$ cat src/rtl/alu_cmd_issuer.sv
// Command issuer: queues ALU commands in a small FIFO, issues them one at a time
// to an external combinational ALU, and holds each captured result until taken.
module alu_cmd_issuer #(
  parameter int DEPTH = 4,
  parameter int WIDTH = 12
) (
  input  logic                   clk,
  input  logic                   rst,
  input  logic                   cmd_valid,
  output logic                   cmd_ready,
  input  logic [WIDTH-1:0]       cmd_a,
  input  logic [WIDTH-1:0]       cmd_b,
  input  logic [2:0]             cmd_op,
  output logic [WIDTH-1:0]       alu_a,
  output logic [WIDTH-1:0]       alu_b,
  output logic [2:0]             alu_op,
  input  logic [WIDTH-1:0]       alu_z,
  input  logic                   alu_cout,
  input  logic                   alu_sign,
  input  logic                   alu_ov,
  output logic                   res_valid,
  input  logic                   res_ready,
  output logic [WIDTH-1:0]       res_z,
  output logic [2:0]             res_flags,
  output logic [$clog2(DEPTH):0] fifo_count,
  output logic                   busy
);

  localparam int AW = $clog2(DEPTH);
  localparam int CW = AW + 1;
  localparam int EW = 2 * WIDTH + 3;
  localparam logic [CW-1:0] FULL_CNT = CW'(DEPTH);

  typedef enum logic [1:0] {
    IDLE = 2'd0,
    EXEC = 2'd1,
    HOLD = 2'd2
  } state_t;

  logic [EW-1:0]    mem_r [DEPTH];
  logic [AW-1:0]    wr_ptr_r;
  logic [AW-1:0]    rd_ptr_r;
  logic [CW-1:0]    count_r;
  state_t           state_r;
  logic [WIDTH-1:0] alu_a_r;
  logic [WIDTH-1:0] alu_b_r;
  logic [2:0]       alu_op_r;
  logic             res_valid_r;
  logic [WIDTH-1:0] res_z_r;
  logic [2:0]       res_flags_r;
  logic             busy_r;

  logic             push_s;
  logic             pop_s;
  logic [EW-1:0]    head_s;

  // Pop decision uses pre-edge occupancy, so a command pushed into an empty FIFO waits one edge.
  assign cmd_ready = (count_r < FULL_CNT);
  assign push_s    = cmd_valid & cmd_ready;
  assign pop_s     = (state_r == IDLE) && (count_r != {CW{1'b0}});
  assign head_s    = mem_r[rd_ptr_r];

  // FIFO storage write; contents are don't-care while the entry is not occupied.
  always_ff @(posedge clk) begin
    if (push_s) begin
      mem_r[wr_ptr_r] <= {cmd_op, cmd_a, cmd_b};
    end
  end

  // FIFO pointers and occupancy; pointers wrap naturally at the power-of-two depth.
  always_ff @(posedge clk) begin
    if (rst) begin
      wr_ptr_r <= {AW{1'b0}};
      rd_ptr_r <= {AW{1'b0}};
      count_r  <= {CW{1'b0}};
    end else begin
      if (push_s) begin
        wr_ptr_r <= wr_ptr_r + AW'(1);
      end
      if (pop_s) begin
        rd_ptr_r <= rd_ptr_r + AW'(1);
      end
      case ({push_s, pop_s})
        2'b10:   count_r <= count_r + CW'(1);
        2'b01:   count_r <= count_r - CW'(1);
        default: count_r <= count_r;
      endcase
    end
  end

  // Issue FSM with registered ALU operands, result capture and busy flag.
  always_ff @(posedge clk) begin
    if (rst) begin
      state_r     <= IDLE;
      alu_a_r     <= {WIDTH{1'b0}};
      alu_b_r     <= {WIDTH{1'b0}};
      alu_op_r    <= 3'b000;
      res_valid_r <= 1'b0;
      res_z_r     <= {WIDTH{1'b0}};
      res_flags_r <= 3'b000;
      busy_r      <= 1'b0;
    end else begin
      case (state_r)
        IDLE: begin
          if (pop_s) begin
            alu_op_r <= head_s[EW-1 -: 3];
            alu_a_r  <= head_s[2*WIDTH-1 -: WIDTH];
            alu_b_r  <= head_s[WIDTH-1:0];
            busy_r   <= 1'b1;
            state_r  <= EXEC;
          end
        end
        EXEC: begin
          res_z_r     <= alu_z;
          res_flags_r <= {alu_cout, alu_sign, alu_ov};
          res_valid_r <= 1'b1;
          state_r     <= HOLD;
        end
        HOLD: begin
          if (res_ready) begin
            res_valid_r <= 1'b0;
            busy_r      <= 1'b0;
            state_r     <= IDLE;
          end
        end
        default: begin
          res_valid_r <= 1'b0;
          busy_r      <= 1'b0;
          state_r     <= IDLE;
        end
      endcase
    end
  end

  assign alu_a      = alu_a_r;
  assign alu_b      = alu_b_r;
  assign alu_op     = alu_op_r;
  assign res_valid  = res_valid_r;
  assign res_z      = res_z_r;
  assign res_flags  = res_flags_r;
  assign fifo_count = count_r;
  assign busy       = busy_r;

endmodule
$ cat config.mk
export PLATFORM = sky130hd
export DESIGN_NAME = alu_cmd_issuer
export DESIGN_NICKNAME = d
export VERILOG_FILES = /design/src/rtl/alu_cmd_issuer.sv
export SDC_FILE = /design/constraint.sdc
export NUM_CORES = 1
export LEC_CHECK = 0
export CAP_MARGIN = 20
export CORE_UTILIZATION = 48
export DETAILED_ROUTE_END_ITERATION = 16
export HOLD_SLACK_MARGIN = 0.08
export MAX_ROUTING_LAYER = met4
export PLACE_DENSITY = 0.76
export SYNTH_ARGS = -nofsm -noshare
export SYNTH_HDL_FRONTEND = slang
export SYNTH_SLANG_ARGS = --single-unit
$ cat constraint.sdc
create_clock -name clk -period 2 [get_ports clk]
set_input_delay 0.4 -clock clk [delete_from_list [all_inputs] [get_ports clk]]
set_output_delay 0.4 -clock clk [all_outputs]
set_load 0.01 [all_outputs]
==> out/metrics.cfg, run 1 <==
[run_status]
status=complete, but fails checks
failed_checks=design-rule violations

[cts]
clock_latency_ns=0.42
path_clk_slew_ns=0.06
htree_num_levels=4
root_buffer=clkbuf_16
clock_path_buffers=2
tritoncts=yes
cts_buffers=17
clock_sinks=161

[floorplan]
design.die.area_sq_mm=0.01258
initial_core_util_pct=50.15
rows=39
fp.dieH_um=112.2
coreArea_sq_mm=0.01161
io_pins=94
die_width_um=112.2

[logic_synthesis]
synthMostInstantiatedCell=edfxtp_1
synth_area_per_cell_sq_um=17.44
synth.top_cell.area_share_pct=55.68
synth_seq_cells=161
synth_seq_area_share_pct=73.90
ys_types=34
syn_nets=386
ys_top_cells_by_count=108 x edfxtp_1, 53 x dfxtp_1, 30 x nand2_1, 27 x a22o_1, 27 x mux4_2
synthArstFlopShare_pct=0
syn_area_sq_mm=0.005824
synth_edf_count=108
yosysWarnings=0
synth_area_leaders=edfxtp_1 56%, dfxtp_1 18%, mux4_2 10%
synthCells=334
synth_top_area_cell=edfxtp_1
synth_ff_type=edfxtp_1

[grt]
grt_max_degree=29
overflow=0
grt_pass1_wl_mm=16.89
grt-busiest-layer=met2
grt_util_met3_pct=5.238
first_global_vias=3219
use_met2_pct=31.47
use_met1_pct=21.99
antenna_found_initial=0
grt_usage_pct=19.17

[route]
wl_mm=10.74
postRouteAntennaNets=0
drtIter0Drc=152
dr.pass1.iters=12
wl_per_cell_um=17.58
viasPerCell=5.311
num_vias=3245
detail_route.drc_violations=3

[critical_path]
path_buf_inv=1
crit_type=reg2reg
end_kind=flip-flop
crit_slowest_cell=fa_1
crit_fanout=2
crit_chain=nor3_1 -> nor3_2 -> ha_1 -> inv_1 -> fa_1 -> xor2_1 -> or3_1 -> a21oi_1
cp.arrival_ns=2.26
r2r-start=fifo_count[0]
reg2reg_to=fifo_count[2]
ff2ff_setup_slack_ns=0.09
max_stage_delay_ns=0.36
cpLargestDelayFamily=simple AND/OR/NAND/NOR gates
ff2ff_path_depth=8
critPathLaunchType=flip-flop
cp.required_ns=2.35

[power_and_ir_drop]
ir_drop_mv=0.8533
p_leak_nw=2.666
power_frac_clock_pct=29.7
p_per_area_mw_per_mm2=1412
switchingPower_mw=3.048
power_frac_seq_pct=41.4
power.internal_mw=7.800
p_sw_share_pct=28.10
power_mw=10.85
comb_power_share_pct=28.9

[timing]
fin_crit_ns=1.906
fin_ws_ns=0.09447
worst_pin_slew_ns=0.5631
setup_violations=0
rsz0062_at_grt=no
hold_violations=0
relSlewSlack_pct=62.46
finClkSkew_ns=0.01188
period_share_pct=95.28
fmax_mhz=524.8
drv_slew=0

[flow_run]
max-cap-violations=0

[place]
post-place-ws_ns=-0.2340
port_buffers=93
gp_congestion=0.7464
dp_hpwl_mm=6.930

[min_path]
min_path_type=reg2reg
hold_depth=2
min_from=res_flags[2]
min_to=res_flags[2]

[layout]
nNetsFinal=507
drive_gt1_share_pct=19.66
num_antenna_cells=0
area_growth_syn_to_layout_pct=31.90

logic make-up (layout without fill, tap and decap cells):
kind of cell	Yosys count	in the layout	share of synthesized area, %
AO/OA/AOI/OAI	54	54	6.875
XOR/XNOR	3	3	0.4512
adder cells (fa/ha/maj)	6	6	1.418
buffers and inverters	29	163	2.664
flip-flops	161	161	73.90
multiplexers	28	28	10.61
AND/OR/NAND/NOR	53	53	4.082
stage by stage:
stage	utilization [%]	cell area (sq um)	setup TNS (ns)	hold WS, ns	std cells
after CTS	66.08	7675	0	0.4563	610
after global placement	60.91	7074	-0.2214	0.4421	578
after floorplan	-	5824	0	0.4805	334
after global routing	66.15	7682	0	0.4790	611
after detailed placement	60.91	7074	-0.2694	0.4478	578
final	66.15	7682	0	0.4538	611
worst max path at each step:
stage,startpoint,slack [ns],cells past startpoint,endpoint
after floorplan,fifo_count[0],0.05,8,fifo_count[2]
after global placement,cmd_valid,-0.21,9,fifo_count[2]
after detailed placement,cmd_valid,-0.23,9,fifo_count[2]
after CTS,fifo_count[0],0.10,8,fifo_count[2]
after global routing,fifo_count[2],0.008,8,fifo_count[2]
final,fifo_count[0],0.09,8,fifo_count[2]
layer usage:
metal | up-vias | wire (um)
met3 | 11 | 452
met1 | 1627 | 4420
met2 | 81 | 5731
met5 | - | 0
li1 | 1526 | -
met4 | 0 | 136
layout by cell type (no fill, tap or decap), types with 3 or more instances in the layout:
cell,instances
a21oi_1,19
clkdlybuf4s50_1,93
dfxtp_1,52
a22o_1,27
inv_8,3
inv_1,9
nor2_1,9
mux4_2,27
and2_1,4
nand2_1,30
buf_12,4
inv_6,5
edfxtp_1,108
clkbuf_16,17
buf_4,25
ha_1,5
power by group through the flow:
stage                     Sequential [mW]  Clock, mW  Combinational (mW)
after floorplan                      4.72          0                1.60
after global placement               4.53          0                3.08
after detailed placement             4.56          0                3.13
after CTS                            4.50       3.28                3.16
after global routing                 4.56       3.41                3.40
final                                4.49       3.22                3.14
cell type report:
class,instances,area [sq um]
multi-input combinational,144,1370
clock buffer,17,425.4
inverter,9,33.78
timing repair buffer,122,1199
clock inverter,15,170.2
sequential,161,4305
fill,814,3931
tap,143,178.9
tightest hold or removal path, stage by stage (launching register included):
cell and delay, ns:
dfxtp_1 0.31, nand2_1 0.05, a21oi_1 0.05
state kept, by name (all words and copies together), names as in the netlist:
signal,flops
alu_a,12
alu_b,12
alu_op,3
busy,1
fifo_count,3
mem_r,108
rd_ptr_r,2
res_flags,3
res_valid,1
res_z,12
state_r,2
wr_ptr_r,2
what timing repair did:
action,in CTS,in global routing
cloned,0,0
buffers inserted,0,1
gates resized for setup,1,0
endpoints found under the setup margin,1,1
pin swaps,0,1
hold buffers,0,0
(Power assumes the default switching activity.)
==> inputs of run 2 (changes only) <==
--- a/config.mk
+++ b/config.mk
@@ -8,9 +8,11 @@
 export CAP_MARGIN = 20
 export CORE_UTILIZATION = 48
 export DETAILED_ROUTE_END_ITERATION = 16
+export GPL_TIMING_DRIVEN = 0
 export HOLD_SLACK_MARGIN = 0.08
 export MAX_ROUTING_LAYER = met4
 export PLACE_DENSITY = 0.76
+export SKIP_CTS_REPAIR_TIMING = 1
 export SYNTH_ARGS = -nofsm -noshare
 export SYNTH_HDL_FRONTEND = slang
 export SYNTH_SLANG_ARGS = --single-unit
==> out/metrics.cfg, run 2 (same netlist as run 1, synthesis figures left out) <==
[run_status]
status=complete, but fails checks  ; unchanged
failed_checks=design-rule violations  ; unchanged

[grt]
first_global_vias=3456  ; was 3219
grt_pass1_wl_mm=17.50  ; was 16.89 mm
grt_usage_pct=19.39  ; was 19.17%
antenna_found_initial=0  ; unchanged
grt_max_degree=28  ; was 29
overflow=0  ; unchanged

[timing]
finClkSkew_ns=0.006873  ; was 0.01188 ns
setup_violations=0  ; unchanged
worst_pin_slew_ns=0.7878  ; was 0.5631 ns
hold_violations=0  ; unchanged
relSlewSlack_pct=47.48  ; was 62.46%
holdWs_ns=0.3919  ; was 0.4538 ns
setup_tns_ns=0  ; unchanged
fmax_mhz=520.7  ; was 524.8 MHz
fin_crit_ns=1.921  ; was 1.906 ns
drv_slew=0  ; unchanged
period_share_pct=96.03  ; was 95.28%

[power_and_ir_drop]
ir_drop_mv=0.7405  ; was 0.8533 mV
power_mw=10.96  ; was 10.85 mW
p_per_area_mw_per_mm2=1444  ; was 1412 mW/mm^2
p_leak_nw=2.587  ; was 2.666 nW

[layout]
largest_register_ffs=108  ; unchanged
drive_gt1_share_pct=19.39  ; was 19.66%
num_antenna_cells=0  ; unchanged
layout_commonest_cell=edfxtp_1  ; unchanged
post-route-util_pct=65.37  ; was 66.15%
nNetsFinal=498  ; was 507
regMostFlops=mem_r  ; unchanged
area_growth_syn_to_layout_pct=30.35  ; was 31.90%
most-common-layout-cells=108 x edfxtp_1, 92 x clkdlybuf4s50_1, 48 x dfxtp_1, 30 x nand2_1  ; was 108 x edfxtp_1, 93 x clkdlybuf4s50_1, 52 x dfxtp_1, 30 x nand2_1

[critical_path]
crit_type=in2reg  ; was reg2reg
critPathLaunchType=primary input  ; was flip-flop
cp.arrival_ns=2.26  ; about the same
crit_fanout=7  ; was 2
cp.required_ns=2.33  ; was 2.35 ns
end_kind=flip-flop  ; unchanged

[floorplan]
initial_core_util_pct=50.15  ; unchanged
die_width_um=112.2  ; unchanged
rows=39  ; unchanged
coreArea_sq_mm=0.01161  ; unchanged
design.die.area_sq_mm=0.01258  ; unchanged
io_pins=94  ; unchanged
fp.dieH_um=112.2  ; unchanged

[place]
dp_hpwl_mm=6.792  ; was 6.930 mm
gp_congestion=0.7549  ; was 0.7464
port_buffers=92  ; was 93

[cts]
path_clk_slew_ns=0.06  ; about the same
htree_num_levels=4  ; unchanged
tritoncts=yes  ; unchanged
root_buffer=clkbuf_16  ; unchanged
clock_latency_ns=0.41  ; was 0.42 ns
cts_buffers=17  ; unchanged
clock_sinks=161  ; unchanged
clock_path_buffers=2  ; unchanged

[route]
viasPerCell=5.362  ; was 5.311
detail_route.drc_violations=4  ; was 3
dr.pass1.iters=11  ; was 12
drtIter0Drc=189  ; was 152
wl_mm=11.03  ; was 10.74 mm
num_vias=3228  ; was 3245
wl_per_cell_um=18.33  ; was 17.58 um
postRouteAntennaNets=0  ; unchanged

[flow_run]
max-cap-violations=0  ; unchanged

[min_path]
min_path_type=in2reg  ; was reg2reg

==> run 2: report_power, final <==
group,switching [mW],internal [mW],total (mW)
clock,1.30,1.99,3.28
combinational,1.43,1.65,3.08
sequential,0.345,4.25,4.60
==> run 2: metrics by stage <==
stage	setup slack, ns	cells	cell area, sq um
2_1_floorplan	0.04769	334	5824
3_3_place_gp	-0.8533	569	6924
3_5_place_dp	-0.4931	569	6929
4_1_cts	-0.2278	601	7540
5_1_grt	-0.002658	602	7592
6_report	0.07939	602	7592
==> run 2: path summary, 6_finish.rpt <==
path                            slack [ns]  cells after the start  startpoint             to
worst max-delay path                  0.08                      9   cmd_valid  fifo_count[2]
worst min-delay path                  0.39                      2         rst   res_flags[2]
worst max register to register        0.11                      7  state_r[1]  fifo_count[2]
worst min register to register        0.45                      2    res_z[9]       res_z[9]
==> run 2: cell type report <==
cell class                      instances  area, sq um
Buffer                                 18        113.9
Clock buffer                           18        429.2
Clock inverter                         14        181.4
Fill cell                             787         4021
Inverter                                9        33.78
Multi-Input combinational cell        144         1394
Sequential cell                       161         4318
Tap cell                              143        178.9
Timing Repair Buffer                   95        943.4
==> run 2: critical path: stages <==
cell	delay [ns]
clkdlybuf4s50_1	0.40
nor2b_2	0.20
inv_1	0.08
ha_2	0.18
inv_1	0.05
fa_2	0.34
xor2_1	0.17
or3_1	0.32
a21oi_1	0.12
==> run 2: layer usage <==
layer	routed length (um)	track usage, %	vias up
li1	-	-	1504
met1	4556	22.30	1649
met2	5987	33.21	67
met3	369	4.266	8
met4	119	7.733	0
met5	0	-	-
==> inputs of run 3 (changes only) <==
--- a/config.mk
+++ b/config.mk
@@ -12,7 +12,9 @@
 export HOLD_SLACK_MARGIN = 0.08
 export MAX_ROUTING_LAYER = met4
 export PLACE_DENSITY = 0.76
+export RECOVER_POWER = 100
 export SKIP_CTS_REPAIR_TIMING = 1
+export SLEW_MARGIN = 10
 export SYNTH_ARGS = -nofsm -noshare
 export SYNTH_HDL_FRONTEND = slang
 export SYNTH_SLANG_ARGS = --single-unit
==> out/metrics.cfg, run 3 (same netlist as run 1, synthesis figures left out) <==
[timing]
hold_violations=0  ; unchanged
period_share_pct=96.19  ; was 96.03%
setup_violations=0  ; unchanged
fin_crit_ns=1.924  ; was 1.921 ns
fin_ws_ns=0.07616  ; was 0.07939 ns
relSlewSlack_pct=47.03  ; was 47.48%
worst_pin_slew_ns=0.7945  ; was 0.7878 ns
fmax_mhz=519.8  ; was 520.7 MHz
finClkSkew_ns=0.008648  ; was 0.006873 ns
drv_slew=0  ; unchanged

[layout]
regMostFlops=mem_r  ; unchanged
most-common-layout-cells=108 x edfxtp_1, 73 x dlygate4sd3_1, 48 x dfxtp_1, 30 x nand2_1  ; was 108 x edfxtp_1, 92 x clkdlybuf4s50_1, 48 x dfxtp_1, 30 x nand2_1
area_growth_syn_to_layout_pct=29.99  ; was 30.35%
post-route-util_pct=65.19  ; was 65.37%
largest_register_ffs=108  ; unchanged
drive_gt1_share_pct=18.52  ; was 19.39%
nNetsFinal=498  ; unchanged
layout_commonest_cell=edfxtp_1  ; unchanged

[cts]
clock_sinks=161  ; unchanged
htree_num_levels=4  ; unchanged
cts_buffers=17  ; unchanged
clock_latency_ns=0.41  ; about the same
path_clk_slew_ns=0.06  ; about the same
clock_path_buffers=2  ; unchanged
root_buffer=clkbuf_16  ; unchanged
tritoncts=yes  ; unchanged

[grt]
first_global_vias=3456  ; unchanged
grt_usage_pct=19.39  ; unchanged
antenna_found_initial=1  ; was 0
grt_max_degree=28  ; unchanged
grt_pass1_wl_mm=17.50  ; unchanged
overflow=0  ; unchanged

[route]
met3_wirelength_um=448  ; was 369 um
wl_met1_mm=4.493  ; was 4.556 mm
dr.pass1.iters=10  ; was 11
drtIter0Drc=181  ; was 189
postRouteAntennaNets=0  ; unchanged
wl_mm=11.02  ; was 11.03 mm
viasPerCell=5.360  ; was 5.362
routed-wl-met2_mm=5.946  ; was 5.987 mm
num_vias=3232  ; was 3228
top_layer_used=met4  ; unchanged
wl_per_cell_um=18.27  ; was 18.33 um
detail_route.drc_violations=4  ; unchanged

[power_and_ir_drop]
power_mw=10.74  ; was 10.96 mW
power_frac_seq_pct=42.6  ; was 41.9%
comb_power_share_pct=26.8  ; was 28.1%
ir_drop_mv=0.7167  ; was 0.7405 mV
power_frac_clock_pct=30.6  ; was 30.0%
power.internal_mw=7.695  ; was 7.887 mW
p_sw_share_pct=28.39  ; was 28.05%
p_per_area_mw_per_mm2=1419  ; was 1444 mW/mm^2
switchingPower_mw=3.050  ; was 3.075 mW
p_leak_nw=2.715  ; was 2.587 nW

[critical_path]
reg2reg_to=alu_a[9]  ; was fifo_count[2]
cp.arrival_ns=2.25  ; was 2.26 ns
crit_fanout=7  ; unchanged
critPathLaunchType=primary input  ; unchanged
ff2ff_path_depth=7  ; unchanged
end_kind=flip-flop  ; unchanged
ff2ff_setup_slack_ns=0.10  ; was 0.11 ns
r2r-start=fifo_count[2]  ; was state_r[1]
crit_type=in2reg  ; unchanged
cp.required_ns=2.33  ; about the same

[place]
dp_hpwl_mm=6.792  ; unchanged
post-place-ws_ns=-0.4931  ; unchanged
gp_congestion=0.7549  ; unchanged
port_buffers=92  ; unchanged

[run_status]
failed_checks=design-rule violations  ; unchanged
status=complete, but fails checks  ; unchanged

[min_path]
min_to=res_flags[2]  ; unchanged
hold_depth=2  ; unchanged
min_path_type=in2reg  ; unchanged
min_from=rst  ; unchanged

[floorplan]
fp.dieH_um=112.2  ; unchanged
coreArea_sq_mm=0.01161  ; unchanged
design.die.area_sq_mm=0.01258  ; unchanged
initial_core_util_pct=50.15  ; unchanged
die_width_um=112.2  ; unchanged
io_pins=94  ; unchanged
rows=39  ; unchanged

[flow_run]
max-cap-violations=0  ; unchanged

run 3: cell type report:
cell class	instances	area (sq um)
inverters	9	33.78
fillers	793	4043
clock inverters	14	181.4
flip-flops and latches	161	4318
diodes	1	2.502
well taps	143	178.9
clock buffers	18	429.2
repair buffers	95	939.7
multi-input cells	144	1389
plain buffers	18	98.84
run 3: metal layers:
| metal | up-vias | track usage, % |
|---|---|---|
| li1 | 1507 | - |
| met3 | 8 | 4.266 |
| met4 | 0 | 7.733 |
| met1 | 1645 | 22.30 |
| met2 | 72 | 33.21 |
| met5 | - | - |
run 3: per-stage QoR:
step	setup TNS [ns]	cell area (sq um)	cells	hold slack, ns
after floorplan	0	5824	334	0.4805
after global placement	-91.76	6924	569	0.4428
final	0	7571	603	0.3968
after CTS	-0.2278	7540	601	0.3764
after detailed placement	-37.94	6929	569	0.4470
after global routing	-0.002659	7571	603	0.4251
run 3: critical path: stages:
cell	delay, ns
clkdlybuf4s50_1	0.40
nor2b_2	0.20
inv_1	0.08
ha_2	0.18
inv_1	0.05
fa_2	0.34
xor2_1	0.17
or3_1	0.32
a21oi_1	0.12
run 3: worst max-delay path by stage:
stage	slack, ns	cells past startpoint	to	start
2_1_floorplan	0.05	8	fifo_count[2]	fifo_count[0]
6_report	0.08	9	fifo_count[2]	cmd_valid
5_1_grt	-0.003	9	fifo_count[2]	cmd_valid
3_3_place_gp	-0.85	4	mem_r[0][25]	cmd_valid
4_1_cts	-0.23	8	fifo_count[2]	state_r[0]
3_5_place_dp	-0.49	10	fifo_count[2]	cmd_valid
run 3: power groups by stage:
stage	combinational [mW]	clock [mW]	sequential, mW
floorplan	1.60	0	4.72
global placement	2.95	0	4.59
detailed placement	3.03	0	4.61
CTS	3.05	3.33	4.55
global route	3.13	3.46	4.65
finish	2.88	3.28	4.58
